--- config.mk ---
export PLATFORM = sky130hd
export DESIGN_NAME = mem_port_arbiter
export DESIGN_NICKNAME = d
export VERILOG_FILES = /design/src/rtl/mem_port_arbiter.sv
export SDC_FILE = /design/constraint.sdc
export NUM_CORES = 1
export LEC_CHECK = 0
export ABC_AREA = 1
export ABC_CLOCK_PERIOD_IN_PS = 7250
export CORE_MARGIN = 2
export CORE_UTILIZATION = 40
export CTS_BUF_LIST = sky130_fd_sc_hd__clkbuf_16
export CTS_CLUSTER_SIZE = 10
export DETAILED_ROUTE_END_ITERATION = 8
export PLACE_DENSITY = 0.77
export SKIP_LAST_GASP = 1
export SLEW_MARGIN = 0
export SYNTH_ARGS = -nofsm -noshare
export SYNTH_HDL_FRONTEND = slang
export SYNTH_SLANG_ARGS = --single-unit
--- constraint.sdc ---
create_clock -name clk -period 7.25 [get_ports clk]
set_clock_uncertainty 0.1 [all_clocks]
set_input_delay 0.725 -clock clk [delete_from_list [all_inputs] [get_ports clk]]
set_output_delay 0.725 -clock clk [all_outputs]
set_load 0.02 [all_outputs]
--- src/rtl/mem_port_arbiter.sv ---
// mem_port_arbiter: merges inst/data request ports onto one memory port, one transaction in flight; MEM_ARB_TIMEOUT_EN adds a watchdog
module mem_port_arbiter #(
  parameter int ADDR_W = 32,
  parameter int DATA_W = 32,
  parameter int TIMEOUT_CYCLES = 255
) (
  input  logic                clk,
  input  logic                reset,
  input  logic                inst_req,
  input  logic [ADDR_W-1:0]   inst_addr,
  output logic                inst_addr_ok,
  output logic                inst_data_ok,
  output logic [DATA_W-1:0]   inst_rdata,
  input  logic                data_req,
  input  logic                data_wr,
  input  logic [DATA_W/8-1:0] data_wstrb,
  input  logic [ADDR_W-1:0]   data_addr,
  input  logic [DATA_W-1:0]   data_wdata,
  output logic                data_addr_ok,
  output logic                data_data_ok,
  output logic [DATA_W-1:0]   data_rdata,
  output logic                mem_req,
  output logic [DATA_W/8-1:0] mem_we,
  output logic [ADDR_W-1:0]   mem_addr,
  output logic [DATA_W-1:0]   mem_wdata,
  input  logic                mem_gnt,
  input  logic                mem_rvalid,
  input  logic [DATA_W-1:0]   mem_rdata,
  output logic                mem_err
);
  typedef enum logic [1:0] {IDLE, REQ, RESP, DONE} state_t;
  state_t state, state_n;
  logic [ADDR_W-1:0] addr_q;
  logic [DATA_W/8-1:0] we_q;
  logic [DATA_W-1:0] wdata_q;
  logic tag_q, wr_q, to, fin;
  logic [DATA_W-1:0] rval;
  // Acceptance is combinational from the request lines; data wins, and reset forces it low.
  assign data_addr_ok = (state == IDLE) && data_req && !reset;
  assign inst_addr_ok = (state == IDLE) && inst_req && !data_req && !reset;
  assign mem_req = (state == REQ);
  assign mem_addr = addr_q;
  assign mem_we = we_q;
  assign mem_wdata = wdata_q;
  assign inst_data_ok = (state == DONE) && !tag_q;
  assign data_data_ok = (state == DONE) && tag_q;
  assign fin = ((state == RESP) && mem_rvalid) || to;
  assign rval = to ? '0 : mem_rdata;
`ifdef MEM_ARB_TIMEOUT_EN
  logic [9:0] cnt;
  logic err_q;
  assign to = ((state == REQ) || (state == RESP)) && !((state == RESP) && mem_rvalid)
              && (cnt == 10'(TIMEOUT_CYCLES - 1));
  assign mem_err = (state == DONE) && err_q;
  // Watchdog counts cycles spent in REQ/RESP; err flag marks a DONE reached by timeout.
  always_ff @(posedge clk or posedge reset)
    if (reset) begin
      cnt <= '0;
      err_q <= 1'b0;
    end else begin
      cnt <= ((state == REQ) || (state == RESP)) ? cnt + 10'd1 : '0;
      err_q <= to;
    end
`else
  assign to = 1'b0;
  assign mem_err = 1'b0;
`endif
  // Next-state: accept, wait for grant, wait for response, pulse data_ok.
  always_comb begin
    state_n = state;
    case (state)
      IDLE: state_n = (data_req || inst_req) ? REQ : IDLE;
      REQ:  state_n = to ? DONE : mem_gnt ? RESP : REQ;
      RESP: state_n = fin ? DONE : RESP;
      DONE: state_n = IDLE;
      default: state_n = IDLE;
    endcase
  end
  // Latch the winning request and steer the response into the originating port.
  always_ff @(posedge clk or posedge reset)
    if (reset) begin
      state <= IDLE;
      addr_q <= '0;
      we_q <= '0;
      wdata_q <= '0;
      tag_q <= 1'b0;
      wr_q <= 1'b0;
      inst_rdata <= '0;
      data_rdata <= '0;
    end else begin
      state <= state_n;
      if (inst_addr_ok || data_addr_ok) begin
        addr_q <= data_req ? data_addr : inst_addr;
        we_q <= (data_req && data_wr) ? data_wstrb : '0;
        wdata_q <= data_req ? data_wdata : '0;
        tag_q <= data_req;
        wr_q <= data_req && data_wr;
      end
      if (fin && !tag_q) inst_rdata <= rval;
      if (fin && tag_q && !wr_q) data_rdata <= rval;
    end
endmodule

==> flow_summary_export.csv, run 1 <==
group,metric,value,unit
outcome,status,"complete, no violations",
clocking,insertion_delay,0.41,ns
yosys,ys_types,19,
die,num_rows,45,
cells_and_area,layout.nets,1212,
clocking,root_buffer,"clkbuf_16",
global_route,grt_max_degree,88,
drt,top_layer,"met5",
worst_hold_path,worstHoldStart,"mem_wdata[2]",
placement,io_buffer_count,275,
drt,first_pass_iters,7,
drt,wl_met3,1640,microns
cells_and_area,final_area,9770,sq um
setup_path,critPathKind,"in2out",
sta,hold_viol_final,0,
global_route,grt_pass1_wl,29700,microns
clocking,cts_resized,0,
worst_hold_path,hold_path_end,"mem_wdata[2]",
drt,antenna_left,0,
sta,setup_viol,0,
sta,rsz0062_at_grt,"false",
yosys,ys_seq_area_share,54.3,%
drt,wl_met2,8700,microns
clocking,cts_buffers,17,
drt,drtIter0Drc,394,
sta,tightest_slew,0.950,ns
clocking,clk_pin_slew,0.06,ns
cells_and_area,final_util,64.0,%
setup_path,critical_path.max_fanout,47,
setup_path,crit_path_end_kind,"output port",
die,pin_count,277,
sta,setup_tns,0,ns
sta,fin_crit_sh,45.0,%
cells_and_area,drive_gt1_share,4.70,%
global_route,grt-ovfl-total,0,
die,fp.dieH,129,microns
setup_path,ff2ff_path_depth,6,
yosys,syn-instance-count,818,
sta,maxSlewViolCount,0,
setup_path,max_stage_delay,0.62,ns
drt,vias_per_cell,4.67,
cells_and_area,syn_to_final_growth,55.9,%
die,die-area,16700,sq um
setup_path,reg2reg_to,"data_rdata[12]",
drt,wl_per_cell,14.4,microns
sta,relSlewSlack,36.7,%
sta,fin_crit,3.26,ns
setup_path,path_cells,"clkdlybuf4s50_1 -> inv_6 -> nand3_1 -> nor2_1 -> clkdlybuf4s50_1",
power,pwr_density_cell,432,nW/um^2
die,initial_core_util,41.0,%
clocking,cts_tree,"done",
drt,vias,6051,
die,core-area,15300,sq um
placement,dp.final_hpwl,12800,microns
placement,postPlaceCellArea,9110,sq um
yosys,ys_warn_count,0,
drt,met1_length,7830,microns
setup_path,cp.arrival,2.44,ns
die,die_w,129,microns
yosys,yosys_register_bits,136,
worst_hold_path,whs_path_depth,2,
cells_and_area,antenna_cells,0,
global_route,antenna_found_initial,1,
clocking,cts_sinks,136,
clocking,holdBufCountCts,0,
flow_run,drv_cap,0,
setup_path,required,6.42,ns
setup_path,startpoint_type,"input pin",
sta,max_freq,307,MHz
power,leakage,5.05,nW
setup_path,cp_slowest_cell,"clkdlybuf4s50_1",
setup_path,r2r_slack,4.74,ns
power,irDropWorstVdd,0.215,mV
worst_hold_path,hold_class,"reg2reg",
clocking,clk_path_buf_depth,2,
yosys,postSynthNetCount,957,
drt,drc_errors,0,
placement,gp_congestion,0.801,
setup_path,r2r-start,"state[0]",
clocking,post_cts_buffers,0,
global_route,grt_use_total,22.9,%
yosys,synth_area,6260,sq um
global_route,grt_pass1_vias,5758,
clocking,htree_levels,4,
drt,wl,18700,microns
yosys,avgSynthCellArea,7.66,sq um
setup_path,critPathMostFrequentCell,"clkdlybuf4s50_1",
## worst max-delay path, delay by kind of cell
family | cells | cell delay, ns
buf+inv | 3 | 1.41
simple gates | 2 | 0.29
## worst max-delay path by stage
stage          start            to  cells after the start
3_3_place_gp   reset  inst_addr_ok                      5
6_report       reset  inst_addr_ok                      5
4_1_cts        reset  inst_addr_ok                      5
2_1_floorplan  reset     async pin                      2
5_1_grt        reset  inst_addr_ok                      5
3_5_place_dp   reset  inst_addr_ok                      5
## kinds of logic after synthesis
group / Yosys count / share of synthesized area, %
simple gates: 521 / 33.1
flops: 136 / 54.3
buf+inv: 126 / 8.49
compound gates: 34 / 4.04
other cells: 1 / 0.0599
## through the flow
stage	setup slack (ns)	cells	hold WS (ns)	total power, W
6_report	3.99	1297	0.376	0.00422
5_1_grt	3.86	1297	0.396	0.00448
4_1_cts	3.96	1297	0.380	0.00426
3_5_place_dp	3.98	1265	0.364	0.00329
3_3_place_gp	4.02	1265	0.361	0.00326
2_1_floorplan	0.836	818	0.349	0.00231
## report_power, final
group	switching (W)	internal, W
combinational	0.00107	0.000879
sequential	0.000206	0.00111
clock	0.000339	0.000612
total	0.00162	0.00260
## layout by cell type, fill, tap and decap left out, types with 3 or more instances in the layout
| cell type | Yosys | layout |
|---|---|---|
| buf_4 | 7 | 9 |
| bufinv_16 | 0 | 5 |
| clkbuf_16 | 0 | 17 |
| clkdlybuf4s50_1 | 0 | 274 |
| clkinv_4 | 0 | 5 |
| dfrtp_1 | 136 | 136 |
| inv_1 | 74 | 74 |
| inv_2 | 4 | 3 |
| nand2_1 | 435 | 435 |
| nand3_1 | 71 | 71 |
| nor2_1 | 6 | 6 |
| nor2_2 | 4 | 3 |
| o21bai_1 | 32 | 32 |
## routing by layer
| layer | vias to the layer above | track usage [%] |
|---|---|---|
| met5 | - | 0 |
| met4 | 2 | 9.65 |
| met3 | 39 | 8.18 |
| met2 | 251 | 35.9 |
| met1 | 2778 | 28.8 |
| li1 | 2981 | - |
## Yosys cell counts
master	instances	area [sq um]
conb_1	1	3.75
buf_1	7	26.3
nor3_1	2	10.0
buf_4	7	52.6
buf_6	1	11.3
o21bai_1	32	240
nand3_1	71	355
o21ai_0	1	5.00
o211ai_1	1	7.51
inv_2	4	15.0
dfrtp_1	136	3400
clkbuf_1	13	48.8
nor2_2	4	25.0
nand2_1	435	1630
nand4_1	1	6.26
buf_2	20	100
inv_1	74	278
nand3_2	2	20.0
nor2_1	6	22.5
## flip-flops by register name, indices dropped and copies added (netlist names), named ones only
| signal | cells |
|---|---|
| tag_q | 1 |
| mem_wdata | 32 |
| wr_q | 1 |
| mem_we | 4 |
| inst_rdata | 32 |
| mem_addr | 32 |
| state | 1 |
| data_rdata | 32 |
## cell type report
type                       count  area [sq um]
inverter                      78           298
tap                          211           264
clock inverter                15           226
fill                        1280          5490
timing repair buffer         284          2820
sequential                   136          3400
multi-input combinational    556          2330
clock buffer                  17           425
Note: power is estimated with default switching activity, not from simulation.
==> inputs of run 2 (changes only) <==
--- a/config.mk
+++ b/config.mk
@@ -6,9 +6,9 @@
 export NUM_CORES = 1
 export LEC_CHECK = 0
 export ABC_AREA = 1
-export ABC_CLOCK_PERIOD_IN_PS = 7250
+export ABC_CLOCK_PERIOD_IN_PS = 2700
 export CORE_MARGIN = 2
-export CORE_UTILIZATION = 40
+export CORE_UTILIZATION = 38
 export CTS_BUF_LIST = sky130_fd_sc_hd__clkbuf_16
 export CTS_CLUSTER_SIZE = 10
 export DETAILED_ROUTE_END_ITERATION = 8
==> constraint.sdc (replaced) <==
create_clock -name clk -period 2.7 [get_ports clk]
set_clock_uncertainty 0.1 [all_clocks]
set_input_delay 0.27 -clock clk [delete_from_list [all_inputs] [get_ports clk]]
set_output_delay 0.27 -clock clk [all_outputs]
set_load 0.02 [all_outputs]
==> flow_summary_export.csv, run 2 (synthesized netlist as in run 1, its figures left out) <==
group,metric,value,unit
sta,setup_slack,0.378,ns
drt,drtIter0Drc,239,
clocking,holdBufCountCts,0,
clocking,clk_path_buf_depth,2,
sta,fin_crit_sh,86.0,%
sta,tightest_slew,0.633,ns
setup_path,startpoint_type,"flop",
die,num_rows,46,
drt,wl,18600,microns
die,initial_core_util,39.1,%
clocking,root_buffer,"clkbuf_16",
clocking,htree_levels,4,
cells_and_area,seqCellArea,3400,sq um
setup_path,r2r_slack,1.08,ns
die,die_w,132,microns
sta,setup_tns,0,ns
cells_and_area,final_cell_mix,"nand2_1, clkdlybuf4s50_1, dfrtp_1",
worst_hold_path,hold_class,"in2reg",
setup_path,required,2.33,ns
power,power,0.0110,W
placement,pre_cts_ws,0.585,ns
power,pwr_density_cell,1130,nW/um^2
setup_path,critical_path.max_fanout,4,
clocking,cts_resized,0,
clocking,cts_tree,"done",
cells_and_area,multi_input_area,2330,sq um
outcome,status,"complete, no violations",
global_route,grt_max_degree,115,
global_route,antenna_found_initial,0,
die,fp.dieH,132,microns
die,pin_count,277,
setup_path,path_buf_inv,2,
setup_path,ff2ff_path_depth,5,
cells_and_area,antenna_cells,0,
sta,setup_viol,0,
worst_hold_path,whs_path_depth,3,
placement,gp_congestion,0.774,
sta,hold_viol_final,0,
sta,fin_crit,2.32,ns
die,die-area,17500,sq um
setup_path,cp_slowest_cell,"clkdlybuf4s50_1",
clocking,clk_pin_slew,0.05,ns
sta,maxSlewViolCount,0,
setup_path,r2r-start,"tag_q",
setup_path,max_stage_delay,0.61,ns
clocking,cts_sinks,136,
placement,dp.final_hpwl,13000,microns
worst_hold_path,worstHoldStart,"data_req",
global_route,grt_use_total,21.6,%
flow_run,drv_cap,0,
drt,drc_errors,0,
global_route,grt_pass1_wl,30100,microns
placement,io_buffer_count,275,
clocking,post_cts_buffers,0,
drt,first_pass_iters,4,
setup_path,critical_path_depth,4,
clocking,cts_buffers,17,
cells_and_area,filler_cell_count,1466,
setup_path,cp.arrival,1.95,ns
setup_path,critPathKind,"reg2out",
die,core-area,16000,sq um
setup_path,path_cells,"nor2_2 -> nand3_1 -> inv_1 -> clkdlybuf4s50_1",
global_route,grt-ovfl-total,0,
worst_hold_path,hold_path_end,"tag_q",
cells_and_area,layout.nets,1217,
drt,antenna_left,0,
cells_and_area,syn_to_final_growth,55.5,%
sta,fin_hold_ws,0.157,ns
setup_path,crit_family,"buffers and inverters",
drt,wl_per_cell,14.3,microns
setup_path,crit_path_end_kind,"output port",
cells_and_area,drive_gt1_share,4.95,%
global_route,grt_pass1_vias,5797,
drt,vias_per_cell,4.56,
sta,max_freq,431,MHz
sta,rsz0062_at_grt,"false",
drt,vias,5958,
power,leakage,5.05,nW
power,irDropWorstVdd,0.607,mV
setup_path,reg2reg_to,"data_rdata[29]",
cells_and_area,final_common_cell,"nand2_1",
clocking,insertion_delay,0.41,ns
sta,relSlewSlack,57.8,%
[run 2: cell types whose count changed in the layout (fill, tap and decap cells not counted), sizes merged]
cell	before	now
bufinv	5	2
clkinv	7	10
inv	79	78
buf	10	15
[run 2: worst register-to-register path: stages (launching register included)]
cell and delay [ns]:
dfrtp_1 0.44, nand2_1 0.30, nor2_2 0.18, buf_4 0.34, nand2_1 0.12, nand2_1 0.09
[run 2: power breakdown]
group	internal, W	switching (W)
sequential	0.00299	0.000531
clock	0.00134	0.000862
combinational	0.00239	0.00288
total	0.00672	0.00427
[run 2: per-stage QoR]
| stage | instances | utilization (%) | area (sq um) |
|---|---|---|---|
| 6_report | 1306 | 60.9 | 9740 |
| 2_1_floorplan | 818 | - | 6270 |
| 5_1_grt | 1306 | 60.9 | 9740 |
| 4_1_cts | 1306 | 60.9 | 9740 |
| 3_3_place_gp | 1275 | 57.4 | 9180 |
| 3_5_place_dp | 1275 | 57.4 | 9180 |
[run 2: area by class of cell]
cell class | instances | area share (%)
sequential | 136 | 34.9
clock buffer | 17 | 4.37
timing repair buffer | 289 | 29.5
clock inverter | 14 | 1.37
multi-input combinational | 556 | 24.0
tap | 216 | 2.77
inverter | 78 | 3.06
[run 2: worst max-delay path by stage]
stage / startpoint / to / slack (ns)
finish: state[0] / data_addr_ok / 0.38
global route: state[0] / inst_addr_ok / 0.24
CTS: state[0] / inst_addr_ok / 0.33
detailed placement: reset / inst_addr_ok / 0.59
global placement: reset / inst_addr_ok / 0.58
floorplan: reset / mem_addr[30] / 0.85
[run 2: metal layers]
| layer | vias to the layer above | global-route usage, % | share of wire, % |
|---|---|---|---|
| li1 | 2991 | - | - |
| met2 | 240 | 34.0 | 46 |
| met4 | 0 | 8.42 | 2.2 |
| met5 | - | 0 | 0 |
| met1 | 2696 | 27.0 | 42 |
| met3 | 31 | 7.92 | 9.4 |
==> inputs of run 3 (changes only) <==
--- a/config.mk
+++ b/config.mk
@@ -7,12 +7,14 @@
 export LEC_CHECK = 0
 export ABC_AREA = 1
 export ABC_CLOCK_PERIOD_IN_PS = 2700
+export CELL_PAD_IN_SITES_DETAIL_PLACEMENT = 1
+export CELL_PAD_IN_SITES_GLOBAL_PLACEMENT = 2
 export CORE_MARGIN = 2
-export CORE_UTILIZATION = 38
+export CORE_UTILIZATION = 20
 export CTS_BUF_LIST = sky130_fd_sc_hd__clkbuf_16
 export CTS_CLUSTER_SIZE = 10
 export DETAILED_ROUTE_END_ITERATION = 8
-export PLACE_DENSITY = 0.77
+export PLACE_DENSITY_LB_ADDON = 0.1
 export SKIP_LAST_GASP = 1
 export SLEW_MARGIN = 0
 export SYNTH_ARGS = -nofsm -noshare
==> flow_summary_export.csv, run 3 (synthesized netlist as in run 1, its figures left out) <==
group,metric,value,unit
cells_and_area,final_cell_mix,"nand2_1, clkdlybuf4s50_1, dfrtp_1",
sta,max_freq,425,MHz
cells_and_area,final_util,32.6,%
power,internal_power,0.00676,W
global_route,met3_usage,5.72,%
global_route,grt_util_met1,19.2,%
drt,vias,6007,
placement,gp_congestion,0.715,
cells_and_area,layout.nets,1220,
setup_path,crit_path_end_kind,"output port",
power,leakage,5.07,nW
power,seqPwrFrac,31.3,%
outcome,status,"complete, no violations",
drt,drc_errors,0,
sta,fin_crit,2.35,ns
cells_and_area,drive_gt1_share,5.31,%
setup_path,cp.arrival,1.98,ns
cells_and_area,final_common_cell,"nand2_1",
die,num_rows,64,
power,p_sw,0.00453,W
drt,wl,23600,microns
placement,postPlaceCellArea,9450,sq um
drt,antenna_left,0,
sta,tightest_slew,0.581,ns
global_route,top_usage_layer,"met2",
clocking,root_buffer,"clkbuf_16",
flow_run,drv_cap,0,
drt,wl_per_cell,15.9,microns
power,swShare,40.1,%
drt,first_pass_iters,4,
clocking,insertion_delay,0.41,ns
cells_and_area,syn_to_final_growth,60.0,%
sta,relSlewSlack,61.3,%
power,irDropWorstVdd,0.390,mV
placement,pre_cts_ws,0.487,ns
setup_path,ff2ff_path_depth,7,
global_route,grt_pass1_vias,6436,
sta,maxSlewViolCount,0,
die,die-area,32700,sq um
global_route,grt_max_degree,108,
global_route,grt_pass1_wl,38000,microns
clocking,cts_sinks,136,
power,pwr_density_cell,1130,nW/um^2
setup_path,r2r_slack,1.02,ns
sta,setup_slack,0.347,ns
cells_and_area,antenna_cells,0,
sta,fin_crit_sh,87.1,%
global_route,grt-ovfl-total,0,
die,fp.dieH,181,microns
drt,vias_per_cell,4.03,
power,power_frac_comb,47.8,%
drt,drtIter0Drc,230,
die,pin_count,277,
clocking,cts_resized,0,
clocking,clk_path_buf_depth,2,
clocking,holdBufCountCts,0,
placement,dp.final_hpwl,16200,microns
sta,fin_hold_ws,0.302,ns
sta,rsz0062_at_grt,"false",
global_route,grtUsageMet2,23.8,%
cells_and_area,filler_cell_count,3666,
clocking,post_cts_buffers,0,
die,die_w,181,microns
power,pwr-share-clk,20.9,%
setup_path,startpoint_type,"flop",
global_route,antenna_found_initial,2,
global_route,grt_use_total,14.9,%
setup_path,r2r-start,"state[0]",
setup_path,critical_path.max_fanout,4,
placement,io_buffer_count,275,
setup_path,required,2.33,ns
die,initial_core_util,20.4,%
cells_and_area,final_area,10000,sq um
setup_path,reg2reg_to,"data_rdata[27]",
sta,hold_viol_final,0,
clocking,cts_tree,"done",
sta,setup_tns,0,ns
sta,setup_viol,0,
setup_path,critPathKind,"reg2out",
clocking,clk_pin_slew,0.07,ns
die,core-area,30700,sq um
clocking,htree_levels,4,
worst_hold_path,hold_class,"in2async",
clocking,cts_buffers,17,
## run 3: worst max path at each step
stage | to | slack (ns) | depth (start not counted)
after global routing | inst_addr_ok | 0.24 | 4
after detailed placement | mem_wdata[7] | 0.49 | 7
final | inst_addr_ok | 0.35 | 4
after CTS | inst_addr_ok | 0.30 | 4
after floorplan | mem_addr[30] | 0.85 | 4
after global placement | mem_wdata[7] | 0.50 | 7
## run 3: final cells by class
class	instances	area (sq um)	area share, %
inverter	78	300	3.00
tap	396	495	4.94
clock buffer	17	425	4.24
multi-input combinational	556	2330	23.3
clock inverter	14	153	1.52
timing repair buffer	292	2910	29.1
sequential	136	3400	34.0
## run 3: worst max-delay path, stage by stage, from the launching register on
cell and delay (ns):
dfrtp_1 0.44, nor2_2 0.24, nand3_1 0.16, nor2_1 0.12
clkdlybuf4s50_1 0.61
## run 3: through the flow
stage	std cells	power [W]
after floorplan	818	0.00621
after global placement	1458	0.00904
after detailed placement	1458	0.00907
after CTS	1489	0.0116
after global routing	1489	0.0121
final	1489	0.0113
## run 3: per-layer routing
metal	vias to the layer above	part of all wire (%)	wire (microns)
met3	9	8.2	1940
li1	2992	-	-
met1	2833	45	10700
met4	2	0.64	151
met5	-	0.051	12
met2	171	46	10800
## run 3: power by group through the flow
| stage | registers [W] | logic [W] | clock network (W) |
|---|---|---|---|
| floorplan | 0.00464 | 0.00156 | 0 |
| global placement | 0.00357 | 0.00547 | 0 |
| detailed placement | 0.00356 | 0.00551 | 0 |
| CTS | 0.00355 | 0.00553 | 0.00247 |
| global route | 0.00368 | 0.00589 | 0.00255 |
| finish | 0.00353 | 0.00540 | 0.00236 |
